<file path="src/rtl/instr_fetch_pkg.sv">
// Shared sizes and FSM state encodings for the instruction fetch stage.
// The word/memory-size macros are defined once here and folded into package constants.
`ifndef INSTR_FETCH_DEFINES
`define INSTR_FETCH_DEFINES
`define WORD_SIZE 32
`define MEM_SIZE 256
`endif

package instr_fetch_pkg;

  localparam int WORD_W   = `WORD_SIZE;
  localparam int MEM_SIZE = `MEM_SIZE;
  localparam int ADDR_W   = $clog2(MEM_SIZE);
  localparam int OFFS_W   = 16;
  localparam int JTGT_W   = 26;
  localparam int CNT_W    = 16;

  typedef enum logic [1:0] {
    ST_BOOT   = 2'b00,
    ST_RUN    = 2'b01,
    ST_HALTED = 2'b10
  } fetch_state_t;

endpackage

</file>
<file path="src/rtl/instr_fetch_if.sv">
// Instruction memory bus: the fetch stage drives the word address and
// receives combinational read data in the same cycle.
interface instr_fetch_if;
  import instr_fetch_pkg::*;

  logic [ADDR_W-1:0] mem_addr;
  logic [WORD_W-1:0] mem_rdata;

  modport master (output mem_addr, input mem_rdata);
  modport slave  (input mem_addr, output mem_rdata);
endinterface

</file>
<file path="src/rtl/instr_fetch_pc_next_sel.sv">
// Next-PC selection: jump beats taken branch, which beats hold, which beats
// sequential increment. Purely combinational.
module pc_next_sel
  import instr_fetch_pkg::*;
(
  input  logic [ADDR_W-1:0] pc,
  input  logic              hold,
  input  logic              jump,
  input  logic [JTGT_W-1:0] jump_target,
  input  logic              branch_taken,
  input  logic [ADDR_W-1:0] branch_base,
  input  logic [OFFS_W-1:0] branch_offset,
  output logic [ADDR_W-1:0] pc_next,
  output logic              redirect
);

  logic [OFFS_W-1:0] branch_sum;
  logic              unused_hi;

  // Zero-extending the base and keeping the low byte equals base plus the
  // sign-extended offset, modulo the address space.
  assign branch_sum = {{(OFFS_W-ADDR_W){1'b0}}, branch_base} + branch_offset;
  assign unused_hi  = ^{branch_sum[OFFS_W-1:ADDR_W], jump_target[JTGT_W-1:ADDR_W]};

  always_comb begin
    pc_next  = pc + {{(ADDR_W-1){1'b0}}, 1'b1};
    redirect = 1'b0;
    if (jump) begin
      pc_next  = jump_target[ADDR_W-1:0];
      redirect = 1'b1;
    end else if (branch_taken) begin
      pc_next  = branch_sum[ADDR_W-1:0];
      redirect = 1'b1;
    end else if (hold) begin
      pc_next  = pc;
    end
  end

endmodule

</file>
<file path="src/rtl/instr_fetch.sv">
// Instruction fetch stage: PC register, IF/ID pipeline register and the
// BOOT/RUN/HALTED sequencing FSM.
//
//   state     | meaning
//   ----------+--------------------------------------------------------
//   ST_BOOT   | one settle cycle after reset; PC held, nothing captured
//   ST_RUN    | fetching; captures mem_rdata into IF/ID each free cycle
//   ST_HALTED | halt seen; PC held, IF/ID invalid until a redirect
module instr_fetch
  import instr_fetch_pkg::*;
#(
  parameter logic [ADDR_W-1:0] RESET_PC = 8'h00
) (
  input  logic              clk,
  input  logic              rst,
  input  logic              stall,
  input  logic              flush,
  input  logic              halt,
  input  logic              branch_taken,
  input  logic [ADDR_W-1:0] branch_base,
  input  logic [OFFS_W-1:0] branch_offset,
  input  logic              jump,
  input  logic [JTGT_W-1:0] jump_target,
  instr_fetch_if.master     imem,
  output logic [WORD_W-1:0] ifid_instr,
  output logic [ADDR_W-1:0] ifid_pc_plus1,
  output logic              ifid_valid,
  output logic [CNT_W-1:0]  fetch_count
);

  fetch_state_t      state_q, state_d;
  logic [ADDR_W-1:0] pc_q, pc_d;
  logic [ADDR_W-1:0] pc_next;
  logic              redirect;
  logic              hold;
  logic [WORD_W-1:0] instr_d;
  logic [ADDR_W-1:0] pc_plus1_d;
  logic              valid_d;
  logic [CNT_W-1:0]  count_d;

  assign imem.mem_addr = pc_q;
  assign hold          = stall | halt | (state_q != ST_RUN);

  pc_next_sel u_pc_next_sel (
    .pc            (pc_q),
    .hold          (hold),
    .jump          (jump),
    .jump_target   (jump_target),
    .branch_taken  (branch_taken),
    .branch_base   (branch_base),
    .branch_offset (branch_offset),
    .pc_next       (pc_next),
    .redirect      (redirect)
  );

  always_ff @(posedge clk) begin
    if (rst) begin
      state_q       <= ST_BOOT;
      pc_q          <= RESET_PC;
      ifid_instr    <= '0;
      ifid_pc_plus1 <= '0;
      ifid_valid    <= 1'b0;
      fetch_count   <= '0;
    end else begin
      state_q       <= state_d;
      pc_q          <= pc_d;
      ifid_instr    <= instr_d;
      ifid_pc_plus1 <= pc_plus1_d;
      ifid_valid    <= valid_d;
      fetch_count   <= count_d;
    end
  end

  always_comb begin
    state_d    = state_q;
    pc_d       = pc_q;
    instr_d    = ifid_instr;
    pc_plus1_d = ifid_pc_plus1;
    valid_d    = ifid_valid;
    count_d    = fetch_count;
    unique case (state_q)
      ST_BOOT: begin
        valid_d = 1'b0;
        state_d = ST_RUN;
      end
      ST_RUN: begin
        pc_d = pc_next;
        if (redirect) begin
          valid_d = 1'b0;
          instr_d = '0;
        end else if (halt) begin
          state_d = ST_HALTED;
          valid_d = 1'b0;
        end else if (!stall && !flush) begin
          instr_d    = imem.mem_rdata;
          pc_plus1_d = pc_q + {{(ADDR_W-1){1'b0}}, 1'b1};
          valid_d    = 1'b1;
          count_d    = fetch_count + {{(CNT_W-1){1'b0}}, 1'b1};
        end else if (!stall) begin
          pc_plus1_d = pc_q + {{(ADDR_W-1){1'b0}}, 1'b1};
        end
        // A flushed capture never counts and never becomes valid.
        if (flush && !redirect) begin
          valid_d = 1'b0;
          instr_d = '0;
        end
      end
      ST_HALTED: begin
        pc_d    = pc_next;
        valid_d = 1'b0;
        if (redirect) state_d = ST_RUN;
      end
      default: begin
        state_d = ST_BOOT;
        valid_d = 1'b0;
      end
    endcase
  end

endmodule

</file>
<file path="src/flat_wrapper.sv">
// flat-port wrapper written by rule: the top's interface ports become plain ports
module instr_fetch_flat import instr_fetch_pkg::*;
#(
  parameter logic [ADDR_W-1:0] RESET_PC = 8'h00
)
  (clk, rst, stall, flush, halt, branch_taken, branch_base, branch_offset, jump, jump_target, ifid_instr, ifid_pc_plus1, ifid_valid, fetch_count, imem_mem_addr, imem_mem_rdata);
  instr_fetch_if imem_i ();
  input  logic clk;
  input  logic rst;
  input  logic stall;
  input  logic flush;
  input  logic halt;
  input  logic branch_taken;
  input  logic [ADDR_W-1:0] branch_base;
  input  logic [OFFS_W-1:0] branch_offset;
  input  logic jump;
  input  logic [JTGT_W-1:0] jump_target;
  output logic [WORD_W-1:0] ifid_instr;
  output logic [ADDR_W-1:0] ifid_pc_plus1;
  output logic ifid_valid;
  output logic [CNT_W-1:0] fetch_count;
  output wire logic [$bits(imem_i.mem_addr)-1:0] imem_mem_addr;
  input wire logic [$bits(imem_i.mem_rdata)-1:0] imem_mem_rdata;
  assign imem_mem_addr = imem_i.mem_addr;
  assign imem_i.mem_rdata = imem_mem_rdata;
  instr_fetch #(.RESET_PC(RESET_PC)) u_core (.clk(clk), .rst(rst), .stall(stall), .flush(flush), .halt(halt), .branch_taken(branch_taken), .branch_base(branch_base), .branch_offset(branch_offset), .jump(jump), .jump_target(jump_target), .imem(imem_i), .ifid_instr(ifid_instr), .ifid_pc_plus1(ifid_pc_plus1), .ifid_valid(ifid_valid), .fetch_count(fetch_count));
endmodule
</file>
<file path="config.mk">
export PLATFORM = sky130hd
export DESIGN_NAME = instr_fetch_flat
export DESIGN_NICKNAME = d
export VERILOG_FILES = /design/src/rtl/instr_fetch_pkg.sv /design/src/rtl/instr_fetch_if.sv /design/src/rtl/instr_fetch_pc_next_sel.sv /design/src/rtl/instr_fetch.sv /design/src/flat_wrapper.sv
export SDC_FILE = /design/constraint.sdc
export NUM_CORES = 1
export LEC_CHECK = 0
export CAP_MARGIN = 20
export CORE_MARGIN = 1
export CORE_UTILIZATION = 57
export DETAILED_ROUTE_END_ITERATION = 10
export DONT_BUFFER_PORTS = 1
export GPL_TIMING_DRIVEN = 0
export PLACE_DENSITY_LB_ADDON = 0.3
export REMOVE_ABC_BUFFERS = 1
export SLEW_MARGIN = 20
export SYNTH_ARGS = -nofsm -noshare
export SYNTH_HDL_FRONTEND = slang
export SYNTH_SLANG_ARGS = --single-unit
</file>
<file path="constraint.sdc">
create_clock -name clk -period 1.7 [get_ports clk]
set_input_delay 0.085 -clock clk [delete_from_list [all_inputs] [get_ports clk]]
set_output_delay 0.085 -clock clk [all_outputs]
set_load 0.05 [all_outputs]
</file>
==> results by stage, run 1 <==
Synthesis:
- dfxtp_1 takes more of the synthesized area than any other cell.
- The count of state elements after synthesis is 67.
- The prevailing post-synth register cell is dfxtp_1.
- The post-synthesis instance area is 0.00316 mm².
- The number of flops mapped to enable cells by yosys is 0.
- The gate count of the mapped netlist is 357.
- Sorting the synthesized cells by area gives the leading types as dfxtp_1, nor2_1, a22oi_1.
- After synthesis, the largest area contributor takes up 42.4% of total cell area.
- In the synthesized netlist the async set-or-reset flop fraction comes to 0%.
- The number of library cell types mapped by synthesis is 50.
- Sequential cells were found to cover 42.4% of the synthesized design area.
- The count of yosys warnings during synthesis is 0.
- The synthesized area per cell is 8.85 µm².

GRT:
- Entering global routing, the biggest net connects 63 pins.
- The initial antenna violation count was 0.
- The combined global-route utilization of all metal layers is 28.5%.
- The global-route wire length before repair is 13200 µm.
- The total overflow reported by the global router is 0.
- The number of global-route vias before repair is 2725.

Worst setup path:
- The slack of the worst reg-to-reg path is 0.02 ns.
- Counting cells, the worst reg-to-reg path comes to 7.
- The required time at the endpoint of the critical path is 1.92 ns.
- The cell class contributing the biggest share of worst-path delay is buffers and inverters.
- The critical path goes through dlygate4sd3_1 > or3_4 > dlygate4sd3_1 > a2111oi_0.
- The count of buffer and inverter cells on the critical path is 2.
- Of all nets on the critical path, the largest fanout is 4.
- The endpoint of the most critical register-to-register path is u_core.fetch_count[12]$_SDFFE_PP0P_.
- The worst setup path is launched from an input pin.
- The slowest library cell on the worst path is dlygate4sd3_1.
- The startpoint of the most critical setup path is flush.
- The origin of the critical flop-to-flop path is u_core.state_q[1]$_SDFFE_PP0P_.
- The dominant cell type by count on the critical path is dlygate4sd3_1.
- The critical path's largest stage delay is 0.58 ns.
- The worst path arrival time is 1.91 ns.
- The critical path is of the in2reg type.
- The category of the worst setup path capture point is a register.

Clock network:
- Clock-pin slew was measured on the worst setup and hold paths at 0.08 ns.
- The clock passes through at most 2 buffers.
- TritonCTS built the clock tree.
- The buffer cell driving the clock tree root is clkbuf_8.
- The total number of clock tree sinks is 67.
- CTS built an H-tree with a depth of 3.
- TritonCTS created 9 clock buffers.
- For the worst-skew pair, the clock arrives at the later sink with an insertion delay of 0.35 ns.

Floorplan:
- The floorplan step set the die height to 76.5 µm.
- The die span in x is 76.5 µm.
- After floorplanning, the core was sized to cover 0.00524 mm².
- In this run the core area contains 26 standard-cell rows.
- The area of the die is 0.00585 mm².
- During I/O placement, the number of pins put on the boundary was 154.
- The initial core utilization is 60.3%.

Timing:
- Setup violations remaining at the end of the flow were counted as 0.
- At the pin with the least slew margin, the transition time is 0.739 ns.
- The shortest period the worst path allows is 1.69 ns.
- The timing-limited maximum frequency is 592 MHz.
- The final hold violation count was 0.
- The remaining max-slew budget at the tightest pin is 50.7%.
- Across all hold checks on the routed design, the worst slack comes to 0.0334 ns.
- The portion of the clock cycle consumed by the worst path in the final layout is 99.3%.
- The final max-slew violation count is 0.
- Setup repair after global routing could not meet its margin everywhere.
- Across the routed clock network, the largest skew measured is 0.00797 ns.

Route:
- The overall via count from detail_route is 2896.
- The remaining design rule violation count is 0.
- In the routed layout, each cell is associated on average with a via count of 5.98.
- For this block, the initial DRC count from the detailed router was 203.
- For this run, the detailed router's first-pass iteration total came to 4.
- The number of nets with antenna violations after detailed routing is 0.
- The total detailed-routing wirelength is 8620 µm.
- The mean routed wirelength per cell is 17.8 µm.

Worst hold path:
- The path category of the worst min-delay check is in2reg.
- The beginning of the worst hold path is jump.
- The worst hold path cell count is 3.
- For hold timing, the worst endpoint is u_core.imem.mem_addr[7]$_SDFFE_PP0P_.

Layout:
- The area growth from synthesis to final layout is 29.4%.
- The count of antenna diodes in the layout is 0.
- The number of standard cells in the layout, taps in and fillers out is 484.
- The most common cell after layout, fill and taps aside is nor2_1.
- In the layout the commonest cells are nor2_1, dfxtp_1, dlygate4sd3_1.
- In the final layout, flip-flops and latches occupy 0.00137 mm².
- In the final layout, the multi-input gates occupy 0.00180 mm².
- Counting the fill cells in the layout gives 363.
- The post-layout net count is 511.
- The fraction of final layout cells sized beyond drive strength 1 is 18.1%.

Power and ir drop:
- The ratio of total power to cell area is 907 mW/mm².
- The completed layout was analyzed and its total power is 0.00371 W.
- Across the VDD grid, the largest voltage drop is 0.735 mV.
- In this run the static leakage power is 1.48 nW.

Placed design:
- Once detailed placement completed, the half-perimeter wirelength came to 4830 µm.
- The final estimated routing congestion in global placement is 0.855.
- The count of buffers added on input and output ports is 0.
- The number of instances in the placed design is 408.

Flow run:
- Max-cap violations in this run came to 0.

Outcome:
- The flow ran to the end, and the final reports show no timing, DRC or antenna violations.
==> how the worst max path moves through the flow <==
stage	to	cells past startpoint
floorplan	u_core.fetch_count[3]$_SDFFE_PP0P_	7
global route	u_core.fetch_count[5]$_SDFFE_PP0P_	8
finish	u_core.ifid_valid$_SDFFE_PP0P_	4
global placement	u_core.fetch_count[2]$_SDFFE_PP0P_	7
CTS	u_core.fetch_count[12]$_SDFFE_PP0P_	6
detailed placement	u_core.ifid_instr[23]$_SDFFE_PP0P_	7
==> cell usage after synthesis (all sizes together) (3+ instances only) <==
cell	count
buf	11
nor2b	3
xor2	13
inv	9
or3	3
nand3	10
and2	4
nand2	18
clkbuf	9
nand4	4
nor3	9
nand2b	6
a211oi	11
mux2i	3
o211ai	6
xnor2	10
a21oi	11
ha	12
dfxtp	67
o21ai	11
a22oi	32
and3	3
nor2	70
==> where the power goes <==
| group | leakage, nW | switching [W] | total, W | internal, W |
|---|---|---|---|---|
| Clock | 0.103 | 0.000688 | 0.00139 | 0.000705 |
| Sequential | 0.550 | 0.000176 | 0.00179 | 0.00161 |
| Combinational | 0.831 | 0.000276 | 0.000527 | 0.000252 |
==> kinds of logic (layout without fill, tap and decap cells) <==
logic type / count (synthesis) / in the layout / synth area share, %
buffers and inverters: 29 / 85 / 4.75
multiplexers: 4 / 4 / 1.31
AND/OR/NAND/NOR: 138 / 138 / 21.2
AO/OA/AOI/OAI: 83 / 84 / 18.5
flip-flops: 67 / 67 / 42.4
XOR/XNOR: 23 / 23 / 6.37
adder cells (fa/ha/maj): 13 / 13 / 5.38
==> repair_timing <==
| action | in CTS | in global routing |
|---|---|---|
| buffers inserted | 5 | 9 |
| endpoints found under the setup margin | 64 | 58 |
| gates cloned | 0 | 1 |
| hold buffers | 45 | 0 |
| endpoints found under the hold margin | 64 | 0 |
| pin swaps | 2 | 9 |
| gates resized for setup | 28 | 16 |
==> state kept, by name (all words and copies together), names as in the netlist <==
register,cells
u_core.ifid_pc_plus1,8
u_core.imem.mem_addr,8
u_core.state_q,2
u_core.ifid_valid,1
u_core.fetch_count,16
u_core.ifid_instr,32
==> per-stage QoR <==
stage / utilization, % / cell area (µm²) / TNS [ns] / worst slack (ns)
floorplan: - / 3040 / -8.48 / -0.307
global placement: 59.8 / 3130 / -23.64 / -0.654
detailed placement: 60.2 / 3150 / -16.72 / -0.441
CTS: 75.3 / 3940 / 0 / 0.0000706
global route: 78.1 / 4090 / -0.534 / -0.0926
finish: 78.1 / 4090 / 0 / 0.0112
==> final cells by class <==
class / count / area share [%]
tap: 70 / 2.14
inverter: 9 / 0.826
timing repair buffer: 60 / 14.5
clock buffer: 9 / 3.03
clock inverter: 7 / 2.05
sequential: 67 / 33.5
multi-input combinational: 262 / 44.0
==> worst reg2reg max path, delay by kind of cell (launching register included) <==
family	cells	cell delay, ns
xor+xnor	1	0.19
fa+ha+maj	1	0.14
buf+inv	1	0.08
flops	1	0.33
simple gates	4	0.83
==> metal layers <==
metal  routed length, µm  global-route usage (%)
met1                3550                    34.9
met2                4050                    45.0
met3                 830                    10.8
met4                 197                    11.3
met5                   0                       0
(Power assumes the default switching activity.)
==> inputs of run 2 (changes only) <==
CORE_MARGIN = 1.5   (was 1)
PLACE_DENSITY_LB_ADDON = 0.2   (was 0.3)
SLEW_MARGIN = default   (was 20)
==> run 2 against run 1 <==
Against the previous run:
- the run now ends with negative setup slack left
- final cell count rose by 0.41%
- clock skew increased by 0.0016 ns
- via count is 3.1% lower
- die area is 2.6% higher
- register-to-register slack got worse by 0.04 ns
- non-clock buffer count is 2 higher
- sequential cell count is the same
- first-iteration DRC count is 16% lower
- design area is 1.1% higher
- routed wire length is 2.7% lower
- sequential share of layout area down 0.25 points
- global-route usage decreased by 0.32 points
- critical path type is now reg2reg
- highest routed layer unchanged
==> results by stage, run 2 (synthesized netlist as in run 1, its figures left out) <==
Worst setup path:
- The critical path's largest stage delay was 0.38 ns (-0.20 ns).
- Walking the worst path, the cells encountered are inv_2 > ha_4 > nor3b_4 > buf_6 > nand4_4 > or3_1 > a21oi_1.
- The largest individual stage delay along the critical path comes from the cell or3_1.
- The required time at the endpoint of the critical path is 1.97 ns (+0.05 ns).
- The classification of the worst setup path is reg2reg.
- The worst path arrival time was 1.99 ns (+0.08 ns).
- The startpoint class of the critical path is a register.
- The critical-path maximum fanout came to 7 (+3).
- The category of the worst setup path capture point is a register.

Timing:
- The maximum clock skew at final layout is 0.00954 ns (+0.00157 ns).
- The post-route worst setup slack is -0.0215 ns (-0.0327 ns).
- The timing-limited maximum frequency is 581 MHz (-1.9%).
- The final max-slew violation count came to 0 (unchanged).
- The final hold violation count is 0 (unchanged).
- The shortest period the worst path allows was 1.72 ns (+0.0327 ns).
- The transition time at the pin with the least slew margin is 0.606 ns (-0.133 ns).
- Setup repair after global routing could not meet its margin everywhere.
- The final setup violation count was 2 (+2).
- The remaining max-slew budget at the tightest pin is 59.6% (+8.8 points).
- The portion of the clock cycle consumed by the worst path in the final layout was 101% (+1.9 points).

Power and ir drop:
- The internal power consumption is 0.00259 W (+0.72%).
- The leakage power total is 1.50 nW (+1.4%).
- The part of the total power dissipated in combinational logic is 14.9% (+0.7 points).
- The switching power of the nets is 0.00111 W (-2.5%).
- The largest vdd supply drop is 0.906 mV (+23%).
- The proportion of power drawn by the clock network is 36.8% (-0.8 points).
- The ratio of total power to cell area is 894 mW/mm² (-1.4%).
- The sequential share of power is 48.3% (about the same).
- The fraction of power spent switching nets is 30.0% (-0.68 points).

Layout:
- The sequential cell area was 0.00138 mm² (+0.37%).
- The flip-flop count of the largest register, all copies and words added is 32 (unchanged).
- The most common cell after layout, fill and taps aside is nor2_1.
- The number of inserted filler cells in the final layout is 352 (-3.0%).
- The core occupancy in the finished layout was 79.0% (+0.88 points).
- The largest registers in the layout are u_core.ifid_instr (32), u_core.fetch_count (16).
- Compared with the post-synthesis result, the final layout area differs by 30.8%.
- In the layout the commonest cells are nor2_1, dfxtp_1, dlygate4sd3_1.
- The fraction of final layout cells sized beyond drive strength 1 was 18.3% (+0.15 points).
- The register ranked first by flip-flop count is u_core.ifid_instr.
- The post-layout net count is 513 (+0.39%).
- The number of standard cells in the layout, taps in and fillers out is 486 (+0.41%).
- The count of antenna diodes in the layout was 0 (unchanged).
- The combined area of the multi-input logic cells was 0.00178 mm² (-0.83%).

Route:
- The remaining design rule violation count is 0 (unchanged).
- The number of nets with antenna violations after detailed routing is 0 (unchanged).
- The average vias per placed instance is 5.77 (-3.5%).
- The total detailed-routing wirelength came to 8390 µm (-2.7%).
- The first-pass iteration count of the detailed router came to 5 (+1).
- The detailed router's first-iteration violation count is 171 (-16%).
- The mean routed wirelength per cell is 17.3 µm (-3.1%).
- The overall via count from detail_route is 2805 (-3.1%).

Floorplan:
- The count of standard-cell rows came to 26 (unchanged).
- The initial core utilization is 60.3% (unchanged).
- The die span in x is 77.5 µm (+1.3%).
- The area of the placeable core is 0.00524 mm² (unchanged).
- The die extent in y was 77.5 µm (+1.3%).
- The area of the die is 0.00600 mm² (+2.6%).
- The top-level port count is 154 (unchanged).

Worst hold path:
- The path category of the worst min-delay check is in2reg.

Outcome:
- The final reports fail on negative setup slack.
- The flow ran to the end, but the final reports show violations.

Clock network:
- The number of buffers inserted during clock tree synthesis is 9 (unchanged).
- The total number of clock tree sinks was 67 (unchanged).
- The clock latency reported for the late side of the worst-skew pair is 0.33 ns (-0.02 ns).
- The tree is rooted in a clkbuf_8.
- The total number of H-tree levels is 3 (unchanged).
- The buffer depth of the longest clock path is 2 (unchanged).
- TritonCTS built the clock tree.
- The clock transition at the register clock pins on the worst setup and hold paths after CTS is 0.08 ns (about the same).

GRT:
- The total overflow reported by the global router is 0 (unchanged).
- The initial antenna violation count is 0 (unchanged).
- The combined global-route utilization of all metal layers was 28.2% (-0.32 points).
- The number of global-route vias before repair came to 2814 (+3.3%).
- The global-route wire length before repair was 13400 µm (+1.8%).
- The maximum number of pins on one net before global-route repair is 63 (unchanged).

Placed design:
- The HPWL after detailed placement is 4980 µm (+3.3%).
- The count of buffers from port buffering is 0 (unchanged).
- The final estimated routing congestion in global placement was 0.809 (-5.4%).
- The number of instances in the placed design is 409 (+0.25%).

Flow run:
- The number of max-cap violations is 0 (unchanged).
## run 2: critical path: cells and delay by family, from the launching register on
kind	cells	cell delay (ns)
fa+ha+maj	1	0.15
flops	1	0.34
compound gates	1	0.12
simple gates	3	0.79
buf+inv	2	0.24
## run 2: power groups by stage
stage          clock network, W  registers (W)  logic, W
2_1_floorplan                 0        0.00179  0.000265
3_3_place_gp                  0        0.00181  0.000321
3_5_place_dp                  0        0.00181  0.000354
4_1_cts                 0.00140        0.00178  0.000499
5_1_grt                 0.00147        0.00179  0.000599
6_report                0.00136        0.00179  0.000550
## run 2: timing repair
item,in CTS,in global routing
cloned,0,1
setup buffers,8,8
setup endpoints to repair,64,22
pin swaps,3,9
resized for setup,29,17
endpoints found under the hold margin,64,0
hold buffers,44,0
## run 2: stage by stage
step | setup slack, ns | TNS, ns | hold slack (ns) | total power [W] | cell area (µm²)
floorplan | -0.307 | -8.48 | 0.152 | 0.00206 | 3040
global placement | -0.687 | -25.48 | 0.163 | 0.00213 | 3130
detailed placement | -0.461 | -11.71 | 0.167 | 0.00216 | 3190
CTS | 0.00802 | 0 | 0.000960 | 0.00368 | 4000
global route | -0.102 | -0.671 | 0.00453 | 0.00387 | 4140
finish | -0.0215 | -0.0334 | 0.0127 | 0.00370 | 4140
## run 2: worst paths after layout
kind / end / slack, ns / depth (start not counted) / from
setup reg to reg: u_core.fetch_count[9]$_SDFFE_PP0P_ / -0.02 / 7 / u_core.state_q[1]$_SDFFE_PP0P_
hold reg to reg: u_core.state_q[0]$_SDFFE_PP0P_ / 0.55 / 2 / u_core.state_q[0]$_SDFFE_PP0P_
hold / removal: u_core.imem.mem_addr[4]$_SDFFE_PP0P_ / 0.01 / 2 / rst
setup / recovery: u_core.fetch_count[9]$_SDFFE_PP0P_ / -0.02 / 7 / u_core.state_q[1]$_SDFFE_PP0P_
## run 2: metal layers
metal | up-vias | wire length [µm] | GRT usage, %
li1 | 1380 | - | -
met1 | 1296 | 3500 | 34.1
met2 | 116 | 4070 | 46.9
met3 | 13 | 665 | 9.53
met4 | 0 | 155 | 9.09
met5 | - | 0 | 0
## run 2: area by class of cell
| class | count | area share [%] |
|---|---|---|
| Multi-Input combinational cell | 262 | 43.1 |
| Clock buffer | 9 | 3.00 |
| Inverter | 9 | 0.817 |
| Sequential cell | 67 | 33.3 |
| Tap cell | 70 | 2.12 |
| Clock inverter | 7 | 2.00 |
| Timing Repair Buffer | 62 | 15.7 |
